`src/rtl/game_pkg.sv`:
```
`default_nettype none
// ============================================================================
// game_pkg : direction, keycode and step-state types shared by the game blocks
// Rev 1.0
// ============================================================================
package game_pkg;

   typedef enum logic [1:0] {
      DIR_DOWN  = 2'd0,
      DIR_UP    = 2'd1,
      DIR_LEFT  = 2'd2,
      DIR_RIGHT = 2'd3
   } dir_t;

   typedef enum logic [1:0] {
      ST_IDLE  = 2'd0,
      ST_CHECK = 2'd1,
      ST_STEP  = 2'd2
   } step_state_t;

   localparam logic [7:0] KEY_W = 8'h1A;
   localparam logic [7:0] KEY_A = 8'h04;
   localparam logic [7:0] KEY_S = 8'h16;
   localparam logic [7:0] KEY_D = 8'h07;

   // Odd quarters of a step show a stride frame; the foot bit picks which one.
   function automatic logic [1:0] walk_frame(input logic [4:0] pix_off,
                                             input logic foot,
                                             input int unsigned tile_px);
      int unsigned q;
      logic [1:0]  frame;
      q     = ({27'd0, pix_off} * 32'd4) / tile_px;
      frame = 2'd0;
      if ((q & 32'd1) != 32'd0) begin
         frame = foot ? 2'd2 : 2'd1;
      end
      return frame;
   endfunction

endpackage
`default_nettype wire

```
`src/rtl/key_decode.sv`:
```
`default_nettype none
// ============================================================================
// key_decode : WASD keycode to {valid, direction}
// Rev 1.0
// ============================================================================
module key_decode
   import game_pkg::*;
(
   input  logic [7:0] i_keycode,
   output logic       o_valid,
   output dir_t       o_dir
);

   always_comb begin
      o_valid = 1'b1;
      o_dir   = DIR_DOWN;
      case (i_keycode)
         KEY_W:   o_dir = DIR_UP;
         KEY_A:   o_dir = DIR_LEFT;
         KEY_S:   o_dir = DIR_DOWN;
         KEY_D:   o_dir = DIR_RIGHT;
         default: o_valid = 1'b0;
      endcase
   end

endmodule
`default_nettype wire

```
`src/rtl/char_step_ctrl.sv`:
```
`default_nettype none
// ============================================================================
// char_step_ctrl : tile-step movement controller for the overworld character
// Rev 1.0
// ============================================================================
module char_step_ctrl
   import game_pkg::*;
#(
   parameter int unsigned TILE_PX  = 16,
   parameter int unsigned WALK_PPF = 1,
   parameter int unsigned RUN_PPF  = 2,
   parameter int unsigned MAP_W    = 32,
   parameter int unsigned MAP_H    = 32,
   parameter int unsigned START_X  = 5,
   parameter int unsigned START_Y  = 5
)(
   input  logic       Clk,
   input  logic       Reset_n,
   input  logic       frame_tick,
   input  logic       enable,
   input  logic [7:0] keycode,
   input  logic       run_held,
   output logic       coll_req,
   output logic [7:0] coll_x,
   output logic [7:0] coll_y,
   input  logic       coll_ack,
   input  logic       coll_blocked,
   output logic [7:0] tile_x,
   output logic [7:0] tile_y,
   output logic [4:0] pix_off,
   output logic [1:0] direction,
   output logic       charIsMoving,
   output logic       charIsRunning,
   output logic [1:0] charMoveFrame,
   output logic       step_done
);

   localparam logic [5:0] c_TILE_PX  = 6'(TILE_PX);
   localparam logic [5:0] c_WALK_PPF = 6'(WALK_PPF);
   localparam logic [5:0] c_RUN_PPF  = 6'(RUN_PPF);
   localparam logic [7:0] c_MAX_X    = 8'(MAP_W - 1);
   localparam logic [7:0] c_MAX_Y    = 8'(MAP_H - 1);

   step_state_t r_state, w_state_nx;
   dir_t        r_dir, w_dir_nx, w_key_dir;
   logic        w_key_valid;
   logic [7:0]  r_tile_x, r_tile_y, w_tile_x_nx, w_tile_y_nx;
   logic [7:0]  r_coll_x, r_coll_y, w_coll_x_nx, w_coll_y_nx;
   logic [7:0]  w_tgt_x, w_tgt_y;
   logic [4:0]  r_pix_off, w_pix_off_nx;
   logic [5:0]  w_pix_sum;
   logic        r_foot, w_foot_nx, r_run, w_run_nx;
   logic        r_coll_req, w_coll_req_nx, r_step_done, w_step_done_nx;
   logic        r_moving, w_moving_nx, r_running, w_running_nx;
   logic        w_try, w_in_map;
   logic [1:0]  r_frame, w_frame_nx;

   key_decode u_key_decode (
      .i_keycode (keycode),
      .o_valid   (w_key_valid),
      .o_dir     (w_key_dir)
   );

   assign w_pix_sum = {1'b0, r_pix_off} + (r_run ? c_RUN_PPF : c_WALK_PPF);

   always_comb begin
      w_state_nx     = r_state;
      w_dir_nx       = r_dir;
      w_tile_x_nx    = r_tile_x;
      w_tile_y_nx    = r_tile_y;
      w_coll_x_nx    = r_coll_x;
      w_coll_y_nx    = r_coll_y;
      w_coll_req_nx  = r_coll_req;
      w_pix_off_nx   = r_pix_off;
      w_foot_nx      = r_foot;
      w_run_nx       = r_run;
      w_step_done_nx = 1'b0;
      w_try          = 1'b0;

      unique case (r_state)
         ST_IDLE: begin
            w_try = frame_tick & enable & w_key_valid;
         end
         ST_CHECK: begin
            if (coll_ack) begin
               w_coll_req_nx = 1'b0;
               if (coll_blocked) begin
                  w_state_nx = ST_IDLE;
               end else begin
                  w_state_nx   = ST_STEP;
                  w_pix_off_nx = 5'd0;
                  w_run_nx     = run_held;
               end
            end
         end
         ST_STEP: begin
            if (frame_tick && enable) begin
               if (w_pix_sum >= c_TILE_PX) begin
                  case (r_dir)
                     DIR_DOWN:  w_tile_y_nx = r_tile_y + 8'd1;
                     DIR_UP:    w_tile_y_nx = r_tile_y - 8'd1;
                     DIR_LEFT:  w_tile_x_nx = r_tile_x - 8'd1;
                     DIR_RIGHT: w_tile_x_nx = r_tile_x + 8'd1;
                  endcase
                  w_pix_off_nx   = 5'd0;
                  w_step_done_nx = 1'b1;
                  w_foot_nx      = ~r_foot;
                  w_state_nx     = ST_IDLE;
                  w_try          = w_key_valid;
               end else begin
                  w_pix_off_nx = w_pix_sum[4:0];
               end
            end
         end
         default: w_state_nx = ST_IDLE;
      endcase

      // Step decision, shared by IDLE and a completing step (chained move).
      w_tgt_x  = w_tile_x_nx;
      w_tgt_y  = w_tile_y_nx;
      w_in_map = 1'b1;
      case (w_key_dir)
         DIR_DOWN:  if (w_tile_y_nx >= c_MAX_Y) w_in_map = 1'b0; else w_tgt_y = w_tile_y_nx + 8'd1;
         DIR_UP:    if (w_tile_y_nx == 8'd0)    w_in_map = 1'b0; else w_tgt_y = w_tile_y_nx - 8'd1;
         DIR_LEFT:  if (w_tile_x_nx == 8'd0)    w_in_map = 1'b0; else w_tgt_x = w_tile_x_nx - 8'd1;
         DIR_RIGHT: if (w_tile_x_nx >= c_MAX_X) w_in_map = 1'b0; else w_tgt_x = w_tile_x_nx + 8'd1;
      endcase

      if (w_try) begin
         w_dir_nx = w_key_dir;
         if (w_in_map) begin
            w_state_nx    = ST_CHECK;
            w_coll_req_nx = 1'b1;
            w_coll_x_nx   = w_tgt_x;
            w_coll_y_nx   = w_tgt_y;
         end
      end

      w_moving_nx  = (w_state_nx == ST_STEP);
      w_running_nx = w_moving_nx & w_run_nx;
      w_frame_nx   = w_moving_nx ? walk_frame(w_pix_off_nx, w_foot_nx, TILE_PX) : 2'd0;
   end

   always_ff @(posedge Clk or negedge Reset_n) begin
      if (!Reset_n) begin
         r_state     <= ST_IDLE;
         r_dir       <= DIR_DOWN;
         r_tile_x    <= 8'(START_X);
         r_tile_y    <= 8'(START_Y);
         r_coll_x    <= 8'd0;
         r_coll_y    <= 8'd0;
         r_coll_req  <= 1'b0;
         r_pix_off   <= 5'd0;
         r_foot      <= 1'b0;
         r_run       <= 1'b0;
         r_step_done <= 1'b0;
         r_moving    <= 1'b0;
         r_running   <= 1'b0;
         r_frame     <= 2'd0;
      end else begin
         r_state     <= w_state_nx;
         r_dir       <= w_dir_nx;
         r_tile_x    <= w_tile_x_nx;
         r_tile_y    <= w_tile_y_nx;
         r_coll_x    <= w_coll_x_nx;
         r_coll_y    <= w_coll_y_nx;
         r_coll_req  <= w_coll_req_nx;
         r_pix_off   <= w_pix_off_nx;
         r_foot      <= w_foot_nx;
         r_run       <= w_run_nx;
         r_step_done <= w_step_done_nx;
         r_moving    <= w_moving_nx;
         r_running   <= w_running_nx;
         r_frame     <= w_frame_nx;
      end
   end

   assign coll_req      = r_coll_req;
   assign coll_x        = r_coll_x;
   assign coll_y        = r_coll_y;
   assign tile_x        = r_tile_x;
   assign tile_y        = r_tile_y;
   assign pix_off       = r_pix_off;
   assign direction     = r_dir;
   assign charIsMoving  = r_moving;
   assign charIsRunning = r_running;
   assign charMoveFrame = r_frame;
   assign step_done     = r_step_done;

endmodule
`default_nettype wire

```
`config.mk`:
```
export PLATFORM = sky130hd
export DESIGN_NAME = char_step_ctrl
export DESIGN_NICKNAME = d
export VERILOG_FILES = /design/src/rtl/game_pkg.sv /design/src/rtl/key_decode.sv /design/src/rtl/char_step_ctrl.sv
export SDC_FILE = /design/constraint.sdc
export NUM_CORES = 1
export LEC_CHECK = 0
export BUFFER_PORTS_ARGS = -buffer_cell sky130_fd_sc_hd__clkbuf_2
export CELL_PAD_IN_SITES_DETAIL_PLACEMENT = 2
export CELL_PAD_IN_SITES_GLOBAL_PLACEMENT = 2
export CORE_MARGIN = 2
export CORE_UTILIZATION = 35
export DETAILED_ROUTE_END_ITERATION = 7
export PLACE_DENSITY_LB_ADDON = 0.1
export SYNTH_ARGS = -nofsm -noshare
export SYNTH_HDL_FRONTEND = slang
export SYNTH_SLANG_ARGS = --single-unit
```
`constraint.sdc`:
```
create_clock -name Clk -period 4.8 [get_ports Clk]
set_input_delay 0.24 -clock Clk [delete_from_list [all_inputs] [get_ports Clk]]
set_output_delay 0.24 -clock Clk [all_outputs]
set_load 0.02 [all_outputs]
```
### Word level (Yosys, flattened, before mapping)

Index checks and enable logic that the tools add are counted.

* output and inout port bits: 45
* flip-flop bits (word level): 49
* word-level logic and storage cells: 110
* input bits: 15

* equal/unequal tests: 16
* magnitude comparators: 3
* muxes and demuxes: 53
* reductions and logical operators: 10
* bitwise operators: 4
* add/sub/neg operators: 9

Operator list (count)
* $mux 8: 10
* $pmux 8 s2: 4
* $add 8x1->8 const B: 4
* $sub 8x1->8 const B: 4
* $mux 1: 20
* $mux 2: 10
* $mux 5: 4
* $eq 8x3->1 const B: 2
* $eq 8x5->1 const B: 2
* $ge 8x5->1 const B: 2
* $logic_not 8->1: 2
* $eq 2x2->1 const B: 6
* $pmux 2 s3: 2
* $pmux 5 s2: 1
* $add 5x2->6: 1
* $eq 2x1->1 const B: 3
* $ge 6x5->1 const B: 1
* $logic_not 2->1: 3
* $ne 2x2->1 const B: 3
* $pmux 1 s4: 1
* $reduce_and 4->1: 1
* $reduce_or 4->1: 1
* $and 1x1->1: 3
* $pmux 1 s2: 1
* 4 further kinds: 4

### Depth between registers and ports, before layout

Gate-level depths: netlist (run 1).

* depth in word-level cells: 13
* gate-level depth with buffers: 20

### By module

A second synthesis (run 1) with hierarchy kept.

* cells, all modules: 443
* area total of the unflattened synthesis: 3995.1 µm²

By module, submodules not included
* char_step_ctrl: cells each 429, instances 1, area each 3881.2 µm², sequential area each 1231.2 µm²
* key_decode: cells each 14, instances 1, area each 113.9 µm², sequential area each 0.0 µm²

### Least setup slack after synthesis (run 1)

Ideal clock, no wire load.

* path kind: register to register
* from: reg r_pix_off[0] (netlist: pix_off[0])
* to: reg r_coll_x[0] (netlist: coll_x[0])
* library setup time: 0.125 ns
* cell stages (with the launch flop): 17
* setup slack: 0.705 ns
* arrival time: 3.970 ns
* path through: dfrtp_1 ha_1 inv_1 fa_1 and3b_1 nor2_1 nor4_4 clkbuf_1 nor2_1 a21oi_1 ha_1 a21boi_0 a211oi_4 o21bai_2 o21a_4 buf_12 mux2_4

* word-level cells in the longest chain between the ends: 9
* elaborated cells on any way between the ends: 26
* classes of those cells: 3 x add/sub; 3 x order compare; 17 x mux; 3 x reduce/logical

Ends and longest elaborated chain
* start: declaration: RTL line char_step_ctrl.sv:50 `logic [4:0] r_pix_off, w_pix_off_nx;`
* start signal: assignment: RTL line char_step_ctrl.sv:168 `r_pix_off <= w_pix_off_nx;`
* $add 5x2->6 (*): RTL line char_step_ctrl.sv:64 `assign w_pix_sum = {1'b0, r_pix_off} + (r_run ? c_RUN_PPF : c_WALK_PPF);`
* $ge 6x5->1 (*): RTL line char_step_ctrl.sv:98 `if (w_pix_sum >= c_TILE_PX) begin`
* $mux 8 (*): RTL line char_step_ctrl.sv:98
* $mux 8 (*): RTL line char_step_ctrl.sv:97 `if (frame_tick && enable) begin`
* $mux 8 (*): RTL line char_step_ctrl.sv:80 `unique case (r_state)`
* named net w_tile_x_nx[1]: RTL line char_step_ctrl.sv:47 `logic [7:0] r_tile_x, r_tile_y, w_tile_x_nx, w_tile_y_nx;`
* $ge 8x5->1 or $logic_not 8->1 (tied branches): RTL line char_step_ctrl.sv:126, char_step_ctrl.sv:125
* $mux 1 (on tied branches): RTL line char_step_ctrl.sv:126, char_step_ctrl.sv:125
* $pmux 1 s4: RTL line char_step_ctrl.sv:122 `case (w_key_dir)`
* $reduce_and 2->1 (no source line)
* end signal: assignment: RTL line char_step_ctrl.sv:165 `r_coll_x <= w_coll_x_nx;`
* end: declaration: RTL line char_step_ctrl.sv:48 `logic [7:0] r_coll_x, r_coll_y, w_coll_x_nx, w_coll_y_nx;`

The timed path passes the listed nets; every way through them passes the cells marked *.
A chain may end at the register's enable or synchronous reset.

### Worst setup path in the final report (run 1)

* from: reg r_run
* to: reg r_coll_y[2] (netlist: coll_y[2])

* word-level cells in the longest chain between the ends: 10
* elaborated cells on any way between the ends: 27
* classes of those cells: 3 x add/sub; 3 x order compare; 18 x mux; 3 x reduce/logical

Ends and longest elaborated chain
* start: declaration: RTL line char_step_ctrl.sv:52 `logic r_foot, w_foot_nx, r_run, w_run_nx;`
* start signal: assignment: RTL line char_step_ctrl.sv:170 `r_run <= w_run_nx;`
* $mux 2 (*): RTL line char_step_ctrl.sv:64
* $add 5x2->6 (*): RTL line char_step_ctrl.sv:64
* $ge 6x5->1 (*): RTL line char_step_ctrl.sv:98
* $mux 8 (*): RTL line char_step_ctrl.sv:98
* $mux 8 (*): RTL line char_step_ctrl.sv:97
* $mux 8 (*): RTL line char_step_ctrl.sv:80
* named net w_tile_y_nx[0]: RTL line char_step_ctrl.sv:47
* $ge 8x5->1 or $logic_not 8->1 (tied branches): RTL line char_step_ctrl.sv:123, char_step_ctrl.sv:124
* $mux 1 (on tied branches): RTL line char_step_ctrl.sv:123, char_step_ctrl.sv:124
* $pmux 1 s4: RTL line char_step_ctrl.sv:122
* $reduce_and 2->1 (no source line)
* end signal: assignment: RTL line char_step_ctrl.sv:166 `r_coll_y <= w_coll_y_nx;`
* end: declaration: RTL line char_step_ctrl.sv:48

Marks and branches as above.

==> run summary, run 1 <==
via/cell ratio -> 5.558
Detailed Route Iter0 Violations -> 114
# clock sinks -> 49
num ports -> 60
commonest non-fill, non-tap cell in the layout -> clkbuf_2
fin crit period -> 4.447 ns
crit-path max FO -> 23
hold_buf cts -> 0
share of post-route cells with drive strength above 1 -> 23.38%
WL/cell -> 19.38 um
Synth top area share -> 28.19%
number of global-route vias before repair -> 4,013
synth top area cells -> dfrtp_1 (28%), ha_1 (7.5%), mux2_4 (4.1%)
antenna-violating nets left -> 0
Worst setup SP type -> flop
Yosys cell types -> 74
outcome -> finished, final reports clean
Root Buffer -> clkbuf_16
Most common cell on crit path -> inv_1
Slew @ Worst Pin -> 0.7255 ns
multi-input logic area -> 0.002575 mm^2
slowest stage delay, CP -> 0.42 ns
RSZ-0062 raised after global routing -> no
FF+latch count, synth -> 49
Post-CTS Setup Bufs -> 0
# DRC -> 0
Buffers on Ports -> 59
GRT overflow -> 0
GP Congestion -> 0.7918
final setup fails -> 0
Resized Gates After CTS -> 0
critical path type -> reg2reg
mapped cell area -> 0.003995 mm^2
Leak -> 2.241 nW
Post-synth EDFFs -> 0
storage element area -> 0.001231 mm^2
worst relative slew slack -> 51.46%
clock latency on the worst-skew pair -> 0.30 ns
# H-tree levels -> 2
fmax -> 0.2249 GHz
core area -> 0.01127 mm^2
Die W -> 110.8 um
number of detailed-route iterations in the first pass -> 4
Hold Vio Cnt, Final -> 0
PwrDens -> 200.6 mW/mm^2
most frequent cells in the layout -> clkbuf_2 (59), dfrtp_1 (45), nor2_1 (37), nand2_1 (36), inv_1 (33)
Starting Density -> 35.44%
mean area per synthesized cell -> 8.978 um^2
Worst-path clk slew -> 0.07 ns
Min-Delay Path Class -> in2async
clk_skew -> 0.005076 ns
initial antenna violation count -> 0
nets -> 550
Crit-path slowest cell -> nor4_2
total CTS buffers -> 5
Ant. Diodes -> 0
crit path capture type -> flop
final instance area -> 0.004611 mm^2
vias -> 3,624
row count -> 39
Clock Path Buffers -> 2
total power -> 924.8 uW
first-pass GRT wire length -> 21,400 um
Placed Cells -> 644
gr usage total -> 21.23%
cell taking the most area after synthesis -> dfrtp_1
Slew Viols, Final -> 0
Tcrit/Tclk final -> 92.64%
Setup TNS -> 0 ns
largest net degree at the start of global routing -> 50
post-synthesis sequential area ratio -> 30.82%
CTS tree -> yes
DP Area -> 0.004464 mm^2
Synth Instances -> 445
Layout Cells excl Fill -> 652
VDD IR max -> 114.0 uV
DIE HEIGHT -> 110.8 um
Max-cap violations -> 0
fillcell total -> 1,252
post-DP HPWL -> 10,030 um
critical-path cell list -> inv_1 -> ha_1 -> inv_1 -> fa_1 -> and3b_1 -> nor2_1 -> nor4_2 -> xnor2_1 -> inv_1 -> ha_1 -> and3_1 -> mux2i_1 -> nor2_1 -> a21oi_1 -> o31a_1 -> o21a_4 -> mux2_2
critical path required time -> 4.98 ns
die footprint -> 0.01229 mm^2
Syn Nets -> 487
drt total wl -> 12,640 um
area grow syn2layout -> 15.41%
critical path arrival -> 4.63 ns
Synth warnings -> 0
ys async rst share -> 100.0%
prevailing post-synth register cell -> dfrtp_1
through the flow:
stage	hold WS, ns	util [%]	worst slack [ns]
5_1_grt	0.1200	40.90	0.04733
2_1_floorplan	-0.05559	-	0.7048
3_3_place_gp	0.3957	39.60	0.4670
3_5_place_dp	0.4011	39.60	0.3548
6_report	0.05790	40.90	0.3532
4_1_cts	0.08231	40.90	0.3316
flip-flops by register name (all words and copies together), names as in the netlist:
name and flops:
step_done 1, coll_y 8, charIsRunning 1, tile_x 8
r_foot 1, direction 2, charMoveFrame 2, coll_req 1
tile_y 8, pix_off 5, coll_x 8, r_state 2
r_run 1, charIsMoving 1
final timing paths:
| path | slack [ns] | cells after the start | endpoint | startpoint |
|---|---|---|---|---|
| min reg2reg | 0.48 | 1 | coll_req$_DFF_PN0_ | coll_req$_DFF_PN0_ |
| min in group Clk | 0.23 | 2 | r_run$_DFF_PN0_ | run_held |
| max in group asynchronous | 4.32 | 2 | coll_y[2]$_DFFE_PN0P_ | Reset_n |
| max reg2reg | 0.35 | 17 | coll_y[2]$_DFFE_PN0P_ | r_run$_DFF_PN0_ |
| max | 0.35 | 17 | coll_y[2]$_DFFE_PN0P_ | r_run$_DFF_PN0_ |
| min | 0.06 | 2 | coll_x[1]$_DFFE_PN0P_ | Reset_n |
worst max-delay path: cells and delay by family (launching register included):
kind / cells / cell delay [ns]
XOR/XNOR: 1 / 0.26
flip-flops: 1 / 0.39
AND/OR/NAND/NOR: 5 / 1.10
multiplexers: 2 / 0.60
buffers and inverters: 3 / 0.32
adder cells (fa/ha/maj): 3 / 0.84
AO/OA/AOI/OAI: 3 / 0.80
power breakdown:
group / internal [mW] / switching [mW]
logic: 0.0488 / 0.0842
registers: 0.417 / 0.00716
clock network: 0.195 / 0.173
metal layers:
| layer | global-route usage [%] | wire length [um] | share of wire [%] | vias up |
|---|---|---|---|---|
| met3 | 2.624 | 218 | 1.7 | 9 |
| li1 | - | - | - | 1741 |
| met2 | 40.20 | 6913 | 55 | 35 |
| met4 | 3.667 | 91 | 0.72 | 0 |
| met1 | 25.95 | 5410 | 43 | 1839 |
| met5 | 0 | 0 | 0 | - |
cells in the mapped netlist (all sizes together), types with 3 or more instances:
cell     instances
fa               3
mux2i           13
ha              24
a211o            3
and3b            3
a211oi           8
nor3            16
nor4             7
a22o             3
mux2            18
nand2b           8
inv             33
clkbuf           6
o2bb2ai          3
nor2            37
o21bai           3
and3             8
nor2b            5
buf              5
a21o             6
o211ai           5
o21a             4
nand4            8
and2             5
dfstp            4
o21ai           22
nand3           17
or3              7
a21oi           22
xnor2           11
dfrtp           45
nor3b            3
or2              5
xor2             5
a31oi            4
nand2           36
final cells by class:
| type | count | area share [%] |
|---|---|---|
| Multi-Input combinational cell | 352 | 55.85 |
| Sequential cell | 49 | 26.70 |
| Timing Repair Buffer | 67 | 7.707 |
| Tap cell | 143 | 3.881 |
| Clock buffer | 5 | 2.714 |
| Inverter | 33 | 2.687 |
| Clock inverter | 3 | 0.4613 |
kinds of logic after synthesis:
kind of cell	Yosys count	synth area share [%]
mux	31	9.364
fa+ha+maj	27	9.020
simple gates	173	23.08
flops	49	30.82
buf+inv	44	4.886
compound gates	105	19.32
xor+xnor	16	3.508
Note: power is estimated with default switching activity, not from simulation.
==> run 2: changes to the inputs <==
Settings changed: CORE_UTILIZATION 35 to 36, SYNTH_HIERARCHICAL set to 1.
==> run summary, run 2 <==
WL/cell -> 20.27 um
crit path capture type -> flop
critical-path cell list -> inv_1 -> ha_1 -> inv_1 -> fa_1 -> and3b_1 -> or2_1 -> and3_1 -> buf_4 -> xnor2_1 -> inv_1 -> ha_1 -> nand2_1 -> o21ai_1 -> mux2i_1 -> o221a_4 -> mux2_1
Post-CTS Setup Bufs -> 0
Buffers on Ports -> 59
Register-to-Register Setup Slack -> 0.31 ns
core area -> 0.01084 mm^2
gr usage total -> 22.88%
fin crit period -> 4.494 ns
sw power -> 288.1 uW
drt total wl -> 13,130 um
share of total power in combinational logic -> 19.5%
Final Core Density -> 42.15%
Min-Delay Path Class -> in2async
initial antenna violation count -> 0
critical path type -> reg2reg
mean area per synthesized cell -> 9.018 um^2
fmax -> 0.2225 GHz
Leak -> 2.196 nW
Max-cap violations -> 0
Root Buffer -> clkbuf_8
slowest stage delay, CP -> 0.43 ns
GRT overflow -> 0
Crit-path slowest cell -> o221a_4
CP Buf/Inv Count -> 4
worst relative slew slack -> 38.84%
CP Launch Point -> r_run$_DFF_PN0_
Detailed Route Iter0 Violations -> 194
num ports -> 60
mapped cell area -> 0.003995 mm^2
Clk pwr share -> 29.3%
Hold Vio Cnt, Final -> 0
Slew @ Worst Pin -> 0.9134 ns
Most common cell on crit path -> inv_1
post-DP HPWL -> 10,360 um
RSZ-0062 raised after global routing -> no
Placed Cells -> 639
first-pass GRT wire length -> 21,300 um
outcome -> finished, final reports clean
Synth Instances -> 443
# clock sinks -> 49
commonest non-fill, non-tap cell in the layout -> clkbuf_2
hold_buf cts -> 0
synth cell count leaders -> dfrtp_1 (45), nor2_1 (41), nand2_1 (36), inv_1 (31), ha_1 (24)
Reg2Reg Depth -> 16
crit-path max FO -> 12
critical path arrival -> 4.70 ns
total CTS buffers -> 5
Synth warnings -> 6
share of post-route cells with drive strength above 1 -> 23.43%
GP Congestion -> 0.8289
VDD IR max -> 149.5 uV
# H-tree levels -> 2
via/cell ratio -> 5.738
FF-to-FF End -> coll_y[0]$_DFFE_PN0P_
M1 WL -> 6025 um
Worst-path clk slew -> 0.10 ns
Slew Viols, Final -> 0
antenna-violating nets left -> 0
DIE HEIGHT -> 109.3 um
CTS tree -> yes
largest net degree at the start of global routing -> 50
Synth top area share -> 28.19%
DR WL met2 -> 6513 um
Yosys cell types -> 81
Setup TNS -> 0 ns
Die W -> 109.3 um
Cell Int Power -> 596.7 uW
nets -> 549
prevailing post-synth register cell -> dfrtp_1
met3 wire len -> 437 um
ys async rst share -> 100.0%
final setup fails -> 0
number of detailed-route iterations in the first pass -> 4
register share of total power -> 51.3%
Ant. Diodes -> 0
Syn Nets -> 485
critical path required time -> 5.01 ns
Clock Path Buffers -> 2
most frequent cells in the layout -> clkbuf_2 (59), dfrtp_1 (45), nor2_1 (41), nand2_1 (36), inv_1 (31)
row count -> 38
Max Used Layer -> met4
clk_skew -> 0.006498 ns
area grow syn2layout -> 14.38%
post-synthesis sequential area ratio -> 30.82%
FF+latch count, synth -> 49
worst r2r src -> r_run$_DFF_PN0_
# DRC -> 0
synth top area cells -> dfrtp_1 (28%), ha_1 (7.5%), nor2_1 (3.9%)
Worst setup SP type -> flop
Starting Density -> 36.85%
Sw Share -> 32.56%
Tcrit/Tclk final -> 93.62%
Post-synth EDFFs -> 0
vias -> 3,718
number of global-route vias before repair -> 4,070
family with the most delay on the worst path -> simple AND/OR/NAND/NOR gates
die footprint -> 0.01196 mm^2
Layout Cells excl Fill -> 648
PwrDens -> 193.6 mW/mm^2
cell taking the most area after synthesis -> dfrtp_1
count leader, synth -> dfrtp_1
clock latency on the worst-skew pair -> 0.32 ns
-- run 2: cell types whose count changed after synthesis, moves of 4 or more --
cell      change
o21ai_1       +5
nand4_1       -4
nand3_1       -4
nor2_1        +4
o211ai_1      +4
nor3_1        +4
-- run 2: worst max path at each step --
| stage | endpoint | cells after the start |
|---|---|---|
| floorplan | coll_x[0]$_DFFE_PN0P_ | 19 |
| global placement | coll_y[2]$_DFFE_PN0P_ | 16 |
| detailed placement | coll_y[0]$_DFFE_PN0P_ | 17 |
| CTS | coll_y[0]$_DFFE_PN0P_ | 17 |
| global route | coll_y[3]$_DFFE_PN0P_ | 17 |
| finish | coll_y[0]$_DFFE_PN0P_ | 16 |
-- run 2: cell type report --
| type | instances | area (um^2) |
|---|---|---|
| clock buffers | 5 | 68.82 |
| clock inverters | 3 | 17.52 |
| fillers | 1229 | 6271 |
| inverters | 31 | 116.4 |
| multi-input cells | 354 | 2613 |
| flip-flops and latches | 49 | 1231 |
| well taps | 140 | 175.2 |
| repair buffers | 66 | 347.8 |
-- run 2: power by group through the flow --
stage	Clock [mW]	Sequential (mW)	Combinational, mW
floorplan	0	0.478	0.0891
global placement	0	0.460	0.166
detailed placement	0	0.463	0.175
CTS	0.267	0.454	0.177
global route	0.283	0.458	0.195
finish	0.259	0.453	0.172
-- run 2: cells by family after synthesis --
| family | Yosys count | synth area share (%) |
|---|---|---|
| compound gates | 109 | 19.64 |
| xor+xnor | 16 | 3.508 |
| fa+ha+maj | 27 | 9.020 |
| buf+inv | 41 | 4.353 |
| flops | 49 | 30.82 |
| mux | 29 | 8.644 |
| simple gates | 172 | 24.02 |
-- run 2: repair_timing --
item	4_1_cts	5_1_grt
resized for setup	0	2
endpoints found under the hold margin	0	0
setup endpoints to repair	0	13
-- run 2: routing by layer --
layer,GRT usage [%],vias to the layer above
met5,0,-
met4,4.973,0
met3,2.490,15
met1,31.25,1891
li1,-,1749
met2,39.07,63
-- run 2: metrics by stage --
stage,area (um^2),power (mW),worst slack [ns],hold slack (ns)
after floorplan,3995,0.5670,0.8788,-0.05559
after global placement,4461,0.6265,0.5523,0.3888
after detailed placement,4461,0.6376,0.2641,0.4063
after CTS,4547,0.8981,0.2274,0.04943
after global routing,4569,0.9367,0.04711,0.07499
final,4569,0.8848,0.3065,0.01742
-- run 2: worst reg2reg max path, cell delays in order, from the launching register on --
cell     delay, ns
dfrtp_1       0.40
inv_1         0.11
ha_1          0.17
inv_1         0.06
fa_1          0.40
and3b_1       0.29
or2_1         0.33
and3_1        0.42
buf_4         0.23
xnor2_1       0.24
inv_1         0.14
ha_1          0.22
nand2_1       0.10
o21ai_1       0.11
mux2i_1       0.36
o221a_4       0.43
mux2_1        0.37
==> run 3: changes to the inputs <==
Settings changed: ABC_AREA set to 1, CORE_UTILIZATION 36 to 32, GPL_ROUTABILITY_DRIVEN set to 0, HOLD_SLACK_MARGIN set to 0.05.
==> run summary, run 3 <==
drt total wl -> 13,310 um
initial antenna violation count -> 0
Sw Share -> 23.78%
vias -> 4,089
nets -> 706
worst slack at placement -> 0.7545 ns
Synth Instances -> 602
Buffers on Ports -> 59
area grow syn2layout -> 15.06%
Most common cell on crit path -> inv_1
storage element area -> 0.001231 mm^2
number of detailed-route iterations in the first pass -> 4
post-synthesis sequential area ratio -> 29.76%
ys async rst share -> 100.0%
core area -> 0.01262 mm^2
num ports -> 60
VDD IR max -> 139.2 uV
antenna-violating nets left -> 0
WL/cell -> 15.90 um
Post-synth EDFFs -> 0
multi-input logic area -> 0.002500 mm^2
number of global-route vias before repair -> 4,544
sw power -> 204.0 uW
Max-cap violations -> 0
Worst-path clk slew -> 0.07 ns
synth cell count leaders -> nand2_1 (213), inv_1 (85), nand3_1 (58), dfrtp_1 (45), nor2_1 (37)
share of total power in combinational logic -> 5.3%
Cell Int Power -> 653.7 uW
DIE HEIGHT -> 117.7 um
Final Hold Slack -> 0.06341 ns
register share of total power -> 48.6%
clk_skew -> 0.005103 ns
FF+latch count, synth -> 49
Hold Vio Cnt, Final -> 0
Setup TNS -> 0 ns
Die W -> 117.7 um
mean area per synthesized cell -> 6.873 um^2
count leader, synth -> nand2_1
die footprint -> 0.01386 mm^2
synth top area cells -> dfrtp_1 (27%), nand2_1 (19%), inv_1 (7.7%)
Resized Gates After CTS -> 0
# H-tree levels -> 2
Root Buffer -> clkbuf_16
Detailed Route Iter0 Violations -> 121
Slew @ Worst Pin -> 0.6862 ns
Yosys cell types -> 42
Synth warnings -> 6
Clk pwr share -> 46.0%
via/cell ratio -> 4.885
Placed Cells -> 829
# DRC -> 0
total CTS buffers -> 5
first-pass GRT wire length -> 22,590 um
commonest non-fill, non-tap cell in the layout -> nand2_1
post-DP HPWL -> 10,820 um
clock latency on the worst-skew pair -> 0.30 ns
Post-CTS Setup Bufs -> 0
RSZ-0062 raised after global routing -> no
CP Buf/Inv Count -> 5
Ant. Diodes -> 0
crit-path max FO -> 21
Tcrit/Tclk final -> 84.06%
gr usage total -> 20.03%
GRT overflow -> 0
outcome -> finished, final reports clean
hold_buf cts -> 0
post-route setup slack -> 0.7653 ns
largest net degree at the start of global routing -> 50
Clock Path Buffers -> 2
Syn Nets -> 644
Leak -> 2.603 nW
mapped cell area -> 0.004138 mm^2
Layout Cells excl Fill -> 837
critical path required time -> 4.99 ns
critical path type -> reg2reg
CTS tree -> yes
# clock sinks -> 49
Worst setup SP type -> flop
share of post-route cells with drive strength above 1 -> 18.80%
critical-path cell list -> inv_1 -> ha_1 -> inv_1 -> fa_1 -> inv_1 -> nand3_1 -> nand2_2 -> nand4_4 -> nor2_4 -> xor2_4 -> inv_1 -> ha_1 -> nand3_1 -> nor2_4 -> nand3_2 -> nand2_2 -> nand3_2 -> nand2_4 -> inv_6 -> nand2_1 -> nand2_1
prevailing post-synth register cell -> dfrtp_1
Slew Viols, Final -> 0
most frequent cells in the layout -> nand2_1 (213), inv_1 (85), clkbuf_2 (59), nand3_1 (58), dfrtp_1 (45)
final setup fails -> 0
fin crit period -> 4.035 ns
PwrDens -> 180.2 mW/mm^2
Crit-path slowest cell -> nor2_4
Starting Density -> 32.79%
row count -> 41
cell taking the most area after synthesis -> dfrtp_1
family with the most delay on the worst path -> simple AND/OR/NAND/NOR gates
Synth top area share -> 27.21%
fillcell total -> 1,582
Min-Delay Path Class -> in2async
worst relative slew slack -> 54.25%
crit path capture type -> flop
critical path arrival -> 4.22 ns
fmax -> 0.2478 GHz
slowest stage delay, CP -> 0.43 ns
-- run 3: layer usage --
layer / part of all wire (%) / wire, um / vias up / track usage [%]
li1: - / - / 2018 / -
met1: 44 / 5861 / 2024 / 24.13
met2: 53 / 7062 / 42 / 37.65
met3: 2.1 / 276 / 5 / 3.004
met4: 0.83 / 110 / 0 / 3.840
met5: 0 / 0 / - / 0
-- run 3: kinds of logic after synthesis --
family / share of synthesized area, %
compound gates: 7.046
simple gates: 41.25
buf+inv: 9.827
fa+ha+maj: 8.709
xor+xnor: 3.417
flops: 29.76
-- run 3: power by group through the flow --
stage | logic (mW) | registers (mW) | clock network, mW
6_report | 0.0458 | 0.417 | 0.395
5_1_grt | 0.0526 | 0.417 | 0.423
4_1_cts | 0.0474 | 0.417 | 0.413
3_5_place_dp | 0.0474 | 0.425 | 0
3_3_place_gp | 0.0451 | 0.425 | 0
2_1_floorplan | 0.0201 | 0.427 | 0
-- run 3: worst paths after layout --
check / start / endpoint / slack (ns) / cells after the start
max: r_run$_DFF_PN0_ / coll_x[4]$_DFFE_PN0P_ / 0.77 / 21
min reg2reg: coll_y[1]$_DFFE_PN0P_ / coll_y[1]$_DFFE_PN0P_ / 0.49 / 2
min: Reset_n / pix_off[0]$_DFFE_PN0P_ / 0.06 / 2
max in group asynchronous: Reset_n / coll_x[0]$_DFFE_PN0P_ / 4.28 / 2
max reg2reg: r_run$_DFF_PN0_ / coll_x[4]$_DFFE_PN0P_ / 0.77 / 21
min in group Clk: run_held / r_run$_DFF_PN0_ / 0.27 / 3
-- run 3: worst reg2reg max path: stages (launching register included) --
cell and delay, ns:
dfrtp_1 0.39, inv_1 0.14, ha_1 0.20, inv_1 0.06, fa_1 0.40, inv_1 0.09
nand3_1 0.10, nand2_2 0.14, nand4_4 0.19, nor2_4 0.43, xor2_4 0.22, inv_1 0.22
ha_1 0.21, nand3_1 0.12, nor2_4 0.13, nand3_2 0.11, nand2_2 0.15, nand3_2 0.11
nand2_4 0.24, inv_6 0.12, nand2_1 0.09, nand2_1 0.05
-- run 3: per-stage QoR --
stage               utilization [%]  cell area, um^2  total power [mW]
detailed placement            36.45             4599            0.4726
global placement              36.45             4599            0.4702
finish                        37.73             4761            0.8577
floorplan                         -             4138            0.4470
CTS                           37.73             4761            0.8772
global route                  37.73             4761            0.8926
-- run 3: layout make-up --
cell class	count	share of cell area [%]
Clock buffer	7	3.206
Clock inverter	1	0.1840
Inverter	90	7.201
Multi-Input combinational cell	457	52.51
Sequential cell	49	25.86
Tap cell	172	4.520
Timing Repair Buffer	61	6.518
